$ cat src/rtl/ttpu_sched_pkg.sv
// Shared types and helpers for the systolic array scheduler.
package ttpu_sched_pkg;

    typedef enum logic [2:0] {
        IDLE,
        LOAD,
        ISSUE,
        WAIT,
        CAPTURE,
        DRAIN
    } sched_state_e;

    // Width needed to hold a pair count of 0..max_len.
    function automatic int unsigned len_w(input int unsigned max_len);
        return $clog2(max_len + 1);
    endfunction

endpackage

$ cat src/rtl/sched_result_buffer.sv
// Holds one batch of captured array results and serves the indexed read used while draining.
module sched_result_buffer
    import ttpu_sched_pkg::*;
#(
    parameter  int unsigned WIDTH     = 16,
    parameter  int unsigned NUM_UNITS = 16,
    localparam int unsigned IDX_W     = (NUM_UNITS > 1) ? $clog2(NUM_UNITS) : 1
) (
    input  logic                       i_clk,
    input  logic                       i_rst_n,
    input  logic                       i_capture,
    input  logic [NUM_UNITS-1:0]       i_mask,
    input  logic [NUM_UNITS*WIDTH-1:0] i_data,
    input  logic [IDX_W-1:0]           i_rd_idx,
    output logic [WIDTH-1:0]           o_rd_data
);

    typedef logic [NUM_UNITS-1:0][WIDTH-1:0] lane_vec_t;

    lane_vec_t r_buf;
    lane_vec_t w_data;

    assign w_data = i_data;

    always_ff @(posedge i_clk or negedge i_rst_n) begin
        if (!i_rst_n) begin
            r_buf <= '0;
        end else if (i_capture) begin
            for (int i = 0; i < NUM_UNITS; i++) begin
                r_buf[i] <= i_mask[i] ? w_data[i] : '0;
            end
        end
    end

    assign o_rd_data = r_buf[i_rd_idx];

endmodule

$ cat src/rtl/systolic_array_scheduler.sv
// Batches a stream of operand pairs onto a systolic array and streams results back in order.
// Optional WAIT timeout with sticky error is enabled by defining SCHED_TIMEOUT_EN.
module systolic_array_scheduler
    import ttpu_sched_pkg::*;
#(
    parameter  int unsigned WIDTH     = 16,
    parameter  int unsigned NUM_UNITS = 16,
    parameter  int unsigned MAX_LEN   = 256,
    parameter  int unsigned TIMEOUT   = 1024,
    localparam int unsigned LEN_W     = len_w(MAX_LEN)
) (
    input  logic                       i_clk,
    input  logic                       i_rst_n,
    input  logic                       i_job_valid,
    output logic                       o_job_ready,
    input  logic [LEN_W-1:0]           i_job_len,
    input  logic                       i_op_valid,
    output logic                       o_op_ready,
    input  logic [WIDTH-1:0]           i_op_a,
    input  logic [WIDTH-1:0]           i_op_b,
    output logic                       o_sa_start,
    output logic [NUM_UNITS-1:0]       o_sa_active,
    output logic [NUM_UNITS*WIDTH-1:0] o_sa_a,
    output logic [NUM_UNITS*WIDTH-1:0] o_sa_b,
    input  logic [NUM_UNITS*WIDTH-1:0] i_sa_result,
    input  logic [NUM_UNITS-1:0]       i_sa_ready,
    output logic                       o_res_valid,
    input  logic                       i_res_ready,
    output logic [WIDTH-1:0]           o_res_data,
    output logic                       o_res_last,
    output logic                       o_busy,
    output logic                       o_done,
    output logic                       o_err
);

    localparam int unsigned LANE_W = $clog2(NUM_UNITS + 1);
    localparam int unsigned IDX_W  = (NUM_UNITS > 1) ? $clog2(NUM_UNITS) : 1;

    typedef logic [NUM_UNITS-1:0][WIDTH-1:0] lane_vec_t;

    sched_state_e         r_state;
    logic [LEN_W-1:0]     r_rem;
    logic [LANE_W-1:0]    r_lane;
    logic [IDX_W-1:0]     r_idx;
    lane_vec_t            r_a;
    lane_vec_t            r_b;
    logic [NUM_UNITS-1:0] r_sa_active;
    logic                 r_sa_start;
    logic                 r_done;
    logic                 r_wait_first;

    logic [LANE_W-1:0]    w_lane_inc;
    logic [IDX_W-1:0]     w_wr_idx;
    logic [NUM_UNITS-1:0] w_next_mask;
    logic                 w_all_ready;
    logic                 w_idx_at_end;
    logic [LEN_W-1:0]     w_job_len_eff;
    lane_vec_t            w_sa_a;
    lane_vec_t            w_sa_b;

    assign w_lane_inc    = r_lane + LANE_W'(1);
    assign w_wr_idx      = r_lane[IDX_W-1:0];
    assign w_all_ready   = ((i_sa_ready & r_sa_active) == r_sa_active);
    assign w_idx_at_end  = ((LANE_W'(r_idx) + LANE_W'(1)) == r_lane);
    assign w_job_len_eff = (i_job_len == '0) ? LEN_W'(1) : i_job_len;

    always_comb begin
        w_next_mask = '0;
        for (int i = 0; i < NUM_UNITS; i++) begin
            w_next_mask[i] = (LANE_W'(i) < w_lane_inc);
        end
    end

    // Lanes outside the active mask are forced to zero towards the array.
    always_comb begin
        w_sa_a = '0;
        w_sa_b = '0;
        for (int i = 0; i < NUM_UNITS; i++) begin
            w_sa_a[i] = r_sa_active[i] ? r_a[i] : '0;
            w_sa_b[i] = r_sa_active[i] ? r_b[i] : '0;
        end
    end

`ifdef SCHED_TIMEOUT_EN
    localparam int unsigned TO_W = $clog2(TIMEOUT + 1);
    logic [TO_W-1:0] r_wait_cnt;
    logic            r_err;
`endif

    always_ff @(posedge i_clk or negedge i_rst_n) begin
        if (!i_rst_n) begin
            r_state      <= IDLE;
            r_rem        <= '0;
            r_lane       <= '0;
            r_idx        <= '0;
            r_a          <= '0;
            r_b          <= '0;
            r_sa_active  <= '0;
            r_sa_start   <= 1'b0;
            r_done       <= 1'b0;
            r_wait_first <= 1'b0;
`ifdef SCHED_TIMEOUT_EN
            r_wait_cnt   <= '0;
            r_err        <= 1'b0;
`endif
        end else begin
            r_sa_start <= 1'b0;
            r_done     <= 1'b0;
            case (r_state)
                IDLE: begin
                    if (i_job_valid) begin
                        r_rem   <= w_job_len_eff;
                        r_lane  <= '0;
                        r_state <= LOAD;
                    end
                end
                LOAD: begin
                    if (i_op_valid) begin
                        r_a[w_wr_idx] <= i_op_a;
                        r_b[w_wr_idx] <= i_op_b;
                        r_lane        <= w_lane_inc;
                        r_rem         <= r_rem - LEN_W'(1);
                        if (w_lane_inc == LANE_W'(NUM_UNITS) || r_rem == LEN_W'(1)) begin
                            r_state     <= ISSUE;
                            r_sa_start  <= 1'b1;
                            r_sa_active <= w_next_mask;
                        end
                    end
                end
                ISSUE: begin
                    r_state      <= WAIT;
                    r_wait_first <= 1'b1;
`ifdef SCHED_TIMEOUT_EN
                    r_wait_cnt   <= '0;
`endif
                end
                WAIT: begin
                    // Array ready is stale on the first WAIT cycle, so it is not trusted.
                    r_wait_first <= 1'b0;
                    if (!r_wait_first && w_all_ready) begin
                        r_state <= CAPTURE;
`ifdef SCHED_TIMEOUT_EN
                    end else if (r_wait_cnt == TO_W'(TIMEOUT - 1)) begin
                        r_err       <= 1'b1;
                        r_sa_active <= '0;
                        r_state     <= IDLE;
                    end else begin
                        r_wait_cnt <= r_wait_cnt + TO_W'(1);
`endif
                    end
                end
                CAPTURE: begin
                    r_idx       <= '0;
                    r_sa_active <= '0;
                    r_state     <= DRAIN;
                end
                DRAIN: begin
                    if (i_res_ready) begin
                        if (w_idx_at_end) begin
                            r_idx <= '0;
                            if (r_rem != '0) begin
                                r_lane  <= '0;
                                r_state <= LOAD;
                            end else begin
                                r_done  <= 1'b1;
                                r_state <= IDLE;
                            end
                        end else begin
                            r_idx <= r_idx + IDX_W'(1);
                        end
                    end
                end
                default: r_state <= IDLE;
            endcase
        end
    end

    sched_result_buffer #(
        .WIDTH     (WIDTH),
        .NUM_UNITS (NUM_UNITS)
    ) u_result_buffer (
        .i_clk     (i_clk),
        .i_rst_n   (i_rst_n),
        .i_capture (r_state == CAPTURE),
        .i_mask    (r_sa_active),
        .i_data    (i_sa_result),
        .i_rd_idx  (r_idx),
        .o_rd_data (o_res_data)
    );

    assign o_job_ready = (r_state == IDLE);
    assign o_op_ready  = (r_state == LOAD);
    assign o_busy      = (r_state != IDLE);
    assign o_res_valid = (r_state == DRAIN);
    assign o_res_last  = (r_state == DRAIN) && (r_rem == '0) && w_idx_at_end;
    assign o_sa_start  = r_sa_start;
    assign o_sa_active = r_sa_active;
    assign o_sa_a      = w_sa_a;
    assign o_sa_b      = w_sa_b;
    assign o_done      = r_done;

`ifdef SCHED_TIMEOUT_EN
    assign o_err = r_err;
`else
    assign o_err = 1'b0;
`endif

endmodule
$ cat config.mk
export PLATFORM = sky130hd
export DESIGN_NAME = systolic_array_scheduler
export DESIGN_NICKNAME = d
export VERILOG_FILES = /design/src/rtl/ttpu_sched_pkg.sv /design/src/rtl/sched_result_buffer.sv /design/src/rtl/systolic_array_scheduler.sv
export SDC_FILE = /design/constraint.sdc
export NUM_CORES = 2
export LEC_CHECK = 0
export ABC_CLOCK_PERIOD_IN_PS = 5500
export BUFFER_PORTS_ARGS = -buffer_cell sky130_fd_sc_hd__buf_2
export CAP_MARGIN = 5
export CORE_AREA = 3 3 335 337
export DETAILED_ROUTE_END_ITERATION = 10
export DIE_AREA = 0 0 338 340
export PLACE_DENSITY_LB_ADDON = 0.2
export SYNTH_ARGS = -nofsm -noshare
export SYNTH_HDL_FRONTEND = slang
export SYNTH_SLANG_ARGS = --single-unit
$ cat constraint.sdc
create_clock -name i_clk -period 5.5 [get_ports i_clk]
set_input_delay 1.1 -clock i_clk [delete_from_list [all_inputs] [get_ports i_clk]]
set_output_delay 1.1 -clock i_clk [all_outputs]
set_load 0.05 [all_outputs]
; ---- After elaboration in Yosys (flattened, before gate mapping)
; Cells that the tools add are included.
[word_totals]
reg_bits = 808
out_inout_bits = 552
[classes]
addsub = 4
n_lt_le_gt_ge = 19
eq_ne = 16
muxes = 86
bitwise_logic = 1
n_reduce_logical = 22
[ops]
columns = op, count
row1 = 16-bit two-way mux, 52
row2 = 256-bit bitwise mux, 2
row3 = 16-bit binary-select mux with 4-bit select, 1
row4 = 16-bit demux with 4-bit select, 1
row5 = "4-bit by 5-bit less-than comparator with 1-bit output, first input constant", 8
row6 = 16-bit case mux with 2 select lines, 1
row7 = 9-bit two-way mux, 3
row8 = 5-bit two-way mux, 5
row9 = "3-bit by 5-bit less-than comparator with 1-bit output, first input constant", 4
row10 = 9-bit zero test, 2
row11 = 3-bit two-way mux, 6
row12 = 3-bit case mux with 6 select lines, 1
row13 = 9-bit case mux with 2 select lines, 1
row14 = 16-bit bitwise AND, 1
row15 = 16-bit equality test, 1
row16 = 5-bit case mux with 3 select lines, 1
row17 = 6-bit AND reduction, 2
row18 = "1-bit by 5-bit less-than comparator with 1-bit output, first input constant", 2
row19 = "2-bit by 5-bit less-than comparator with 1-bit output, first input constant", 2
row20 = "4-bit by 5-bit less-than comparator with 1-bit output, second input constant", 2
row21 = "9-bit by 1-bit equality test with 1-bit output, second input constant", 1
row22 = 9-bit nonzero test, 1
row23 = "9-bit by 1-bit subtractor with 9-bit output, second input constant", 1
row24 = 1-bit two-way mux, 8
row25 = other kinds (22), 39

; ---- Logic depth before layout (Yosys ltp)
[logic_depth]
word_depth = 6
mapped_depth = 10
mapped_depth_nobuf = 7

; ---- By module
; Synthesis repeated with hierarchy kept, for this count alone.
[hier_totals]
hier_cells = 3231
hier_area_um2 = 37283.3
[modules_own_cells]
columns = module, instances, cells_per_inst, area_per_inst_um2
row1 = systolic_array_scheduler, 1, 1981, 25047.8
row2 = sched_result_buffer, 1, 1250, 12235.5

; ---- Least setup slack after synthesis
; No wires, ideal clock.
[synth_path]
path_type = flip-flop to output port
startpoint = register r_rem[0]
endpoint = output port o_res_last
t_arrival_ns = 2.633
t_required_ns = 4.400
slack_ns = 1.767
path_stages_with_launch = 6
path_buffers = 0
path_cell_list = dfrtp_1 > inv_1 > ha_1 > or3b_1 > or4_1 > nor3_1
[synth_between]
elab_chain_cells = 3
[synth_rtl]
columns = item, line_no
row1 = from (decl), systolic_array_scheduler.sv:42  ; logic [LEN_W-1:0] r_rem;
row2 = from (signal assigned), systolic_array_scheduler.sv:112  ; r_rem <= w_job_len_eff;
row3 = from (signal assigned), systolic_array_scheduler.sv:122  ; r_rem <= r_rem - LEN_W'(1);
row4 = 9-bit zero test, systolic_array_scheduler.sv:195  ; assign o_res_last = (r_state == DRAIN) && (r_rem == '0) && w_idx_at_end;
row5 = 1-bit logical AND (2 in series), systolic_array_scheduler.sv:195
row6 = to (decl), systolic_array_scheduler.sv:30  ; output logic o_res_last,
; No other way between the ends.

; ---- Final worst setup path
[layout_path]
startpoint = register r_idx[3]
endpoint = output port o_res_data[4]
[layout_between]
elab_chain_cells = 2
[layout_rtl]
columns = item, line_no
row1 = from (decl), systolic_array_scheduler.sv:44  ; logic [IDX_W-1:0] r_idx;
row2 = from (signal assigned), systolic_array_scheduler.sv:169  ; r_idx <= r_idx + IDX_W'(1);
row3 = 16-bit binary-select mux with 4-bit select, sched_result_buffer.sv:35  ; assign o_rd_data = r_buf[i_rd_idx];
row4 = 16-bit two-way mux (implied by the code), sched_result_buffer.sv:35
row5 = to (decl), systolic_array_scheduler.sv:29  ; output logic [WIDTH-1:0] o_res_data,
; No other way between the ends. The select of a mux whose other input is x is not followed.

==> flow_metrics.py <==
metrics = {
    "floorplan": {
        "rows": 121,
        "dieArea_sq_um": 115000,
        "die_width_microns": 338,
        "start_util": 0.340,
        "pin_count": 870,
        "core_area_sq_um": 109000,
        "die_height_microns": 340,
    },
    "yosys": {
        "synth.avg_cell_area_sq_um": 11.2,
        "ys_top_cells_by_area": "dfrtp_1 (54%), mux2_2 (15%), and2_1 (8.8%)",
        "netlist_top_cells_count": "dfrtp_1 (808), nand2_1 (571), and2_1 (519), mux2_2 (478), nand3_1 (264)",
        "yosysMostFrequentCell": "dfrtp_1",
        "syn_nets": 3643,
        "ys.warnings.count": 0,
        "synth_xor_area_frac": 0.00327,
        "synthSimpleGateAreaFrac": 0.190,
        "synth_cell_types": 66,
        "synth_top_area_frac": 0.545,
        "synth-seq-cells": 808,
        "netlist_area_sq_um": 37100,
        "synth_top_cell_by_area": "dfrtp_1",
        "ys.flop_type": "dfrtp_1",
        "ys_seq_area_frac": 0.545,
        "synthArstFlopShare": 1.00,
        "synth-compound-area-share": 0.0310,
        "synthAdderAreaFrac": 0.00270,
        "synth_edf_count": 0,
        "synth_cells": 3317,
        "synthMuxAreaShare": 0.194,
        "synth_top_family_by_area": "multiplexers",
    },
    "run": {
        "max_cap_viol_count": 0,
    },
    "grt": {
        "grtUsageMet3": 0.0720,
        "grt_pass1_vias": 29304,
        "use_met1": 0.307,
        "busiest_layer": "met2",
        "grt_max_degree": 192,
        "grt_overflow": 0,
        "antenna_found_initial": 13,
        "grt_pass1_wl_microns": 218000,
        "use_met2": 0.457,
        "grtUsageTotal": 0.263,
    },
    "sta": {
        "finalCriticalPeriod_ns": 4.63,
        "finalSetupTns_ns": 0,
        "finalClockSkew_ns": 0.0404,
        "drv_slew": 0,
        "rsz0062_at_grt": "no",
        "setup_viol_count_final": 0,
        "slew_headroom": 0.199,
        "fmax_mhz": 216,
        "worst_pin_slew_ns": 1.20,
        "min_period_over_period": 0.841,
        "final-hold-violation-count": 0,
        "fin_ws_ns": 0.874,
    },
    "final_layout": {
        "nNetsFinal": 4377,
        "regArea_sq_um": 20200,
        "multi_input_area_sq_um": 15700,
        "syn_to_final_growth_pct": 23.2,
        "n_fill_cell": 10707,
        "drive_above_1_share": 0.390,
    },
    "clock_tree": {
        "cts_root_buf": "clkbuf_16",
        "htree_levels": 3,
        "clk_path_buf_depth": 3,
        "clk_pin_slew_ns": 0.06,
        "cts_resized": 0,
        "postCtsHoldBufs": 0,
        "numCtsBuffers": 91,
        "clock_sinks": 808,
        "clk_latency_ns": 0.68,
        "postCtsSetupRepairBufs": 0,
        "tritoncts": "built",
    },
    "drt": {
        "drc_errors": 0,
        "dr.first_iter.drc_count": 1944,
        "vias": 28712,
        "drt-total-wl_microns": 155000,
        "ant_nets": 0,
        "firstDrtPassIters": 5,
        "via_per_inst": 5.12,
        "wl_per_cell_microns": 27.6,
    },
    "min_path": {
        "hp-class": "input port to async pin",
    },
    "power": {
        "ir_worst_vdd_uv": 247,
        "p_int_mw": 13.9,
        "p_per_area_nw_per_um2": 473,
        "p_sw_mw": 7.69,
        "power.leakage_nw": 24.3,
        "power_frac_seq": 0.441,
        "p_clk_frac": 0.292,
        "pwr-share-comb": 0.268,
        "switching_share": 0.356,
    },
    "critical_path": {
        "path_class": "flip-flop to primary output",
        "critPathMaxFanout": 21,
        "crit_arrival_ns": 3.53,
        "worstSetupStartpointType": "flip-flop",
        "worst_r2r_path_depth": 7,
        "required_ns": 4.40,
        "endpoint_kind": "primary output",
    },
    "status": {
        "outcome": "complete, no violations",
    },
    "place": {
        "routabilityCongestion": 0.904,
        "place_ws_ns": 1.58,
        "post-dp-hpwl_microns": 107000,
        "port_buffers": 868,
    },
}
==> worst max-delay path, cell delays in order (launching register included) <==
cell,delay [ns]
dfrtp_1,0.86
clkinv_1,0.83
a221oi_1,0.53
o21ai_0,0.15
nand2_1,0.20
buf_2,0.29
==> power groups by stage <==
| stage | logic [mW] | registers, mW | clock network, mW |
|---|---|---|---|
| after floorplan | 4.40 | 8.83 | 0 |
| after global placement | 5.74 | 9.56 | 0 |
| after detailed placement | 5.86 | 9.59 | 0 |
| after CTS | 5.87 | 9.50 | 6.44 |
| after global routing | 6.31 | 9.74 | 6.66 |
| final | 5.79 | 9.53 | 6.31 |
==> worst paths after layout <==
kind                                                             start                                endpoint  slack (ns)
worst max-delay path                              r_idx[3]$_DFFE_PN0P_                           o_res_data[4]        0.87
worst min-delay path                                           i_rst_n  u_result_buffer.r_buf[124]$_DFFE_PN0P_        0.46
worst max register to register                  r_state[2]$_DFFE_PN0P_                    r_a[148]$_DFFE_PN0P_        1.98
worst min register to register  u_result_buffer.r_buf[160]$_DFFE_PN0P_  u_result_buffer.r_buf[160]$_DFFE_PN0P_        0.46
max in group asynchronous                                      i_rst_n                    r_b[232]$_DFFE_PN0P_        3.73
min in group i_clk              u_result_buffer.r_buf[160]$_DFFE_PN0P_  u_result_buffer.r_buf[160]$_DFFE_PN0P_        0.46
==> registers in the layout, summed over array words and instances, names as in the netlist <==
register	count
r_a	256
r_b	256
u_result_buffer.r_buf	256
o_sa_active	16
r_rem	9
r_lane	5
r_idx	4
r_state	3
o_done	1
o_sa_start	1
r_wait_first	1
==> cell families after synthesis <==
group	Yosys count
muxes	614
buffers and inverters	296
AOI/OAI and AO/OA	167
DFF	808
xor gates and xnor gates	13
and+or+nand+nor	1410
adders and majority gates	8
other	1
==> placed cells by master, fill, tap and decap left out, types with 10 or more instances in the layout <==
master / Yosys / routed
buf_2: 86 / 867
dfrtp_1: 808 / 790
nand2_1: 571 / 559
and2_1: 519 / 514
mux2_2: 478 / 478
nand3_1: 264 / 264
clkbuf_16: 0 / 91
mux2i_1: 69 / 69
o21ai_0: 47 / 47
mux2_1: 35 / 35
buf_4: 13 / 34
a221oi_1: 32 / 32
mux4_2: 32 / 32
a21oi_1: 27 / 27
inv_1: 25 / 25
a22oi_1: 24 / 24
clkbuf_8: 0 / 24
clkbuf_1: 166 / 23
dfrtp_2: 0 / 17
nor2_1: 15 / 14
nand2_2: 0 / 11
clkinv_2: 0 / 10
==> layer usage <==
metal	vias up	part of all wire
met3	239	0.078
met2	1050	0.50
met1	14777	0.38
met5	-	0.000071
li1	12644	-
met4	2	0.042
==> stage by stage <==
stage,instances,hold slack [ns],power (mW),util,instance area (sq um)
after floorplan,3317,0.433,13.2,-,37100
after global placement,5434,0.446,15.3,0.391,42600
after detailed placement,5434,0.453,15.4,0.391,42600
after CTS,5597,0.464,21.8,0.419,45700
after global routing,5598,0.483,22.7,0.419,45700
final,5604,0.459,21.6,0.419,45700
==> final cells by class <==
type	count	share of cell area
antenna	7	0.000383
clock buffer	138	0.0589
clock inverter	25	0.00799
inverter	27	0.00222
multi-input combinational	2213	0.343
sequential	808	0.443
tap	1476	0.0404
timing repair buffer	910	0.104
Note: power is estimated with default switching activity, not from simulation.
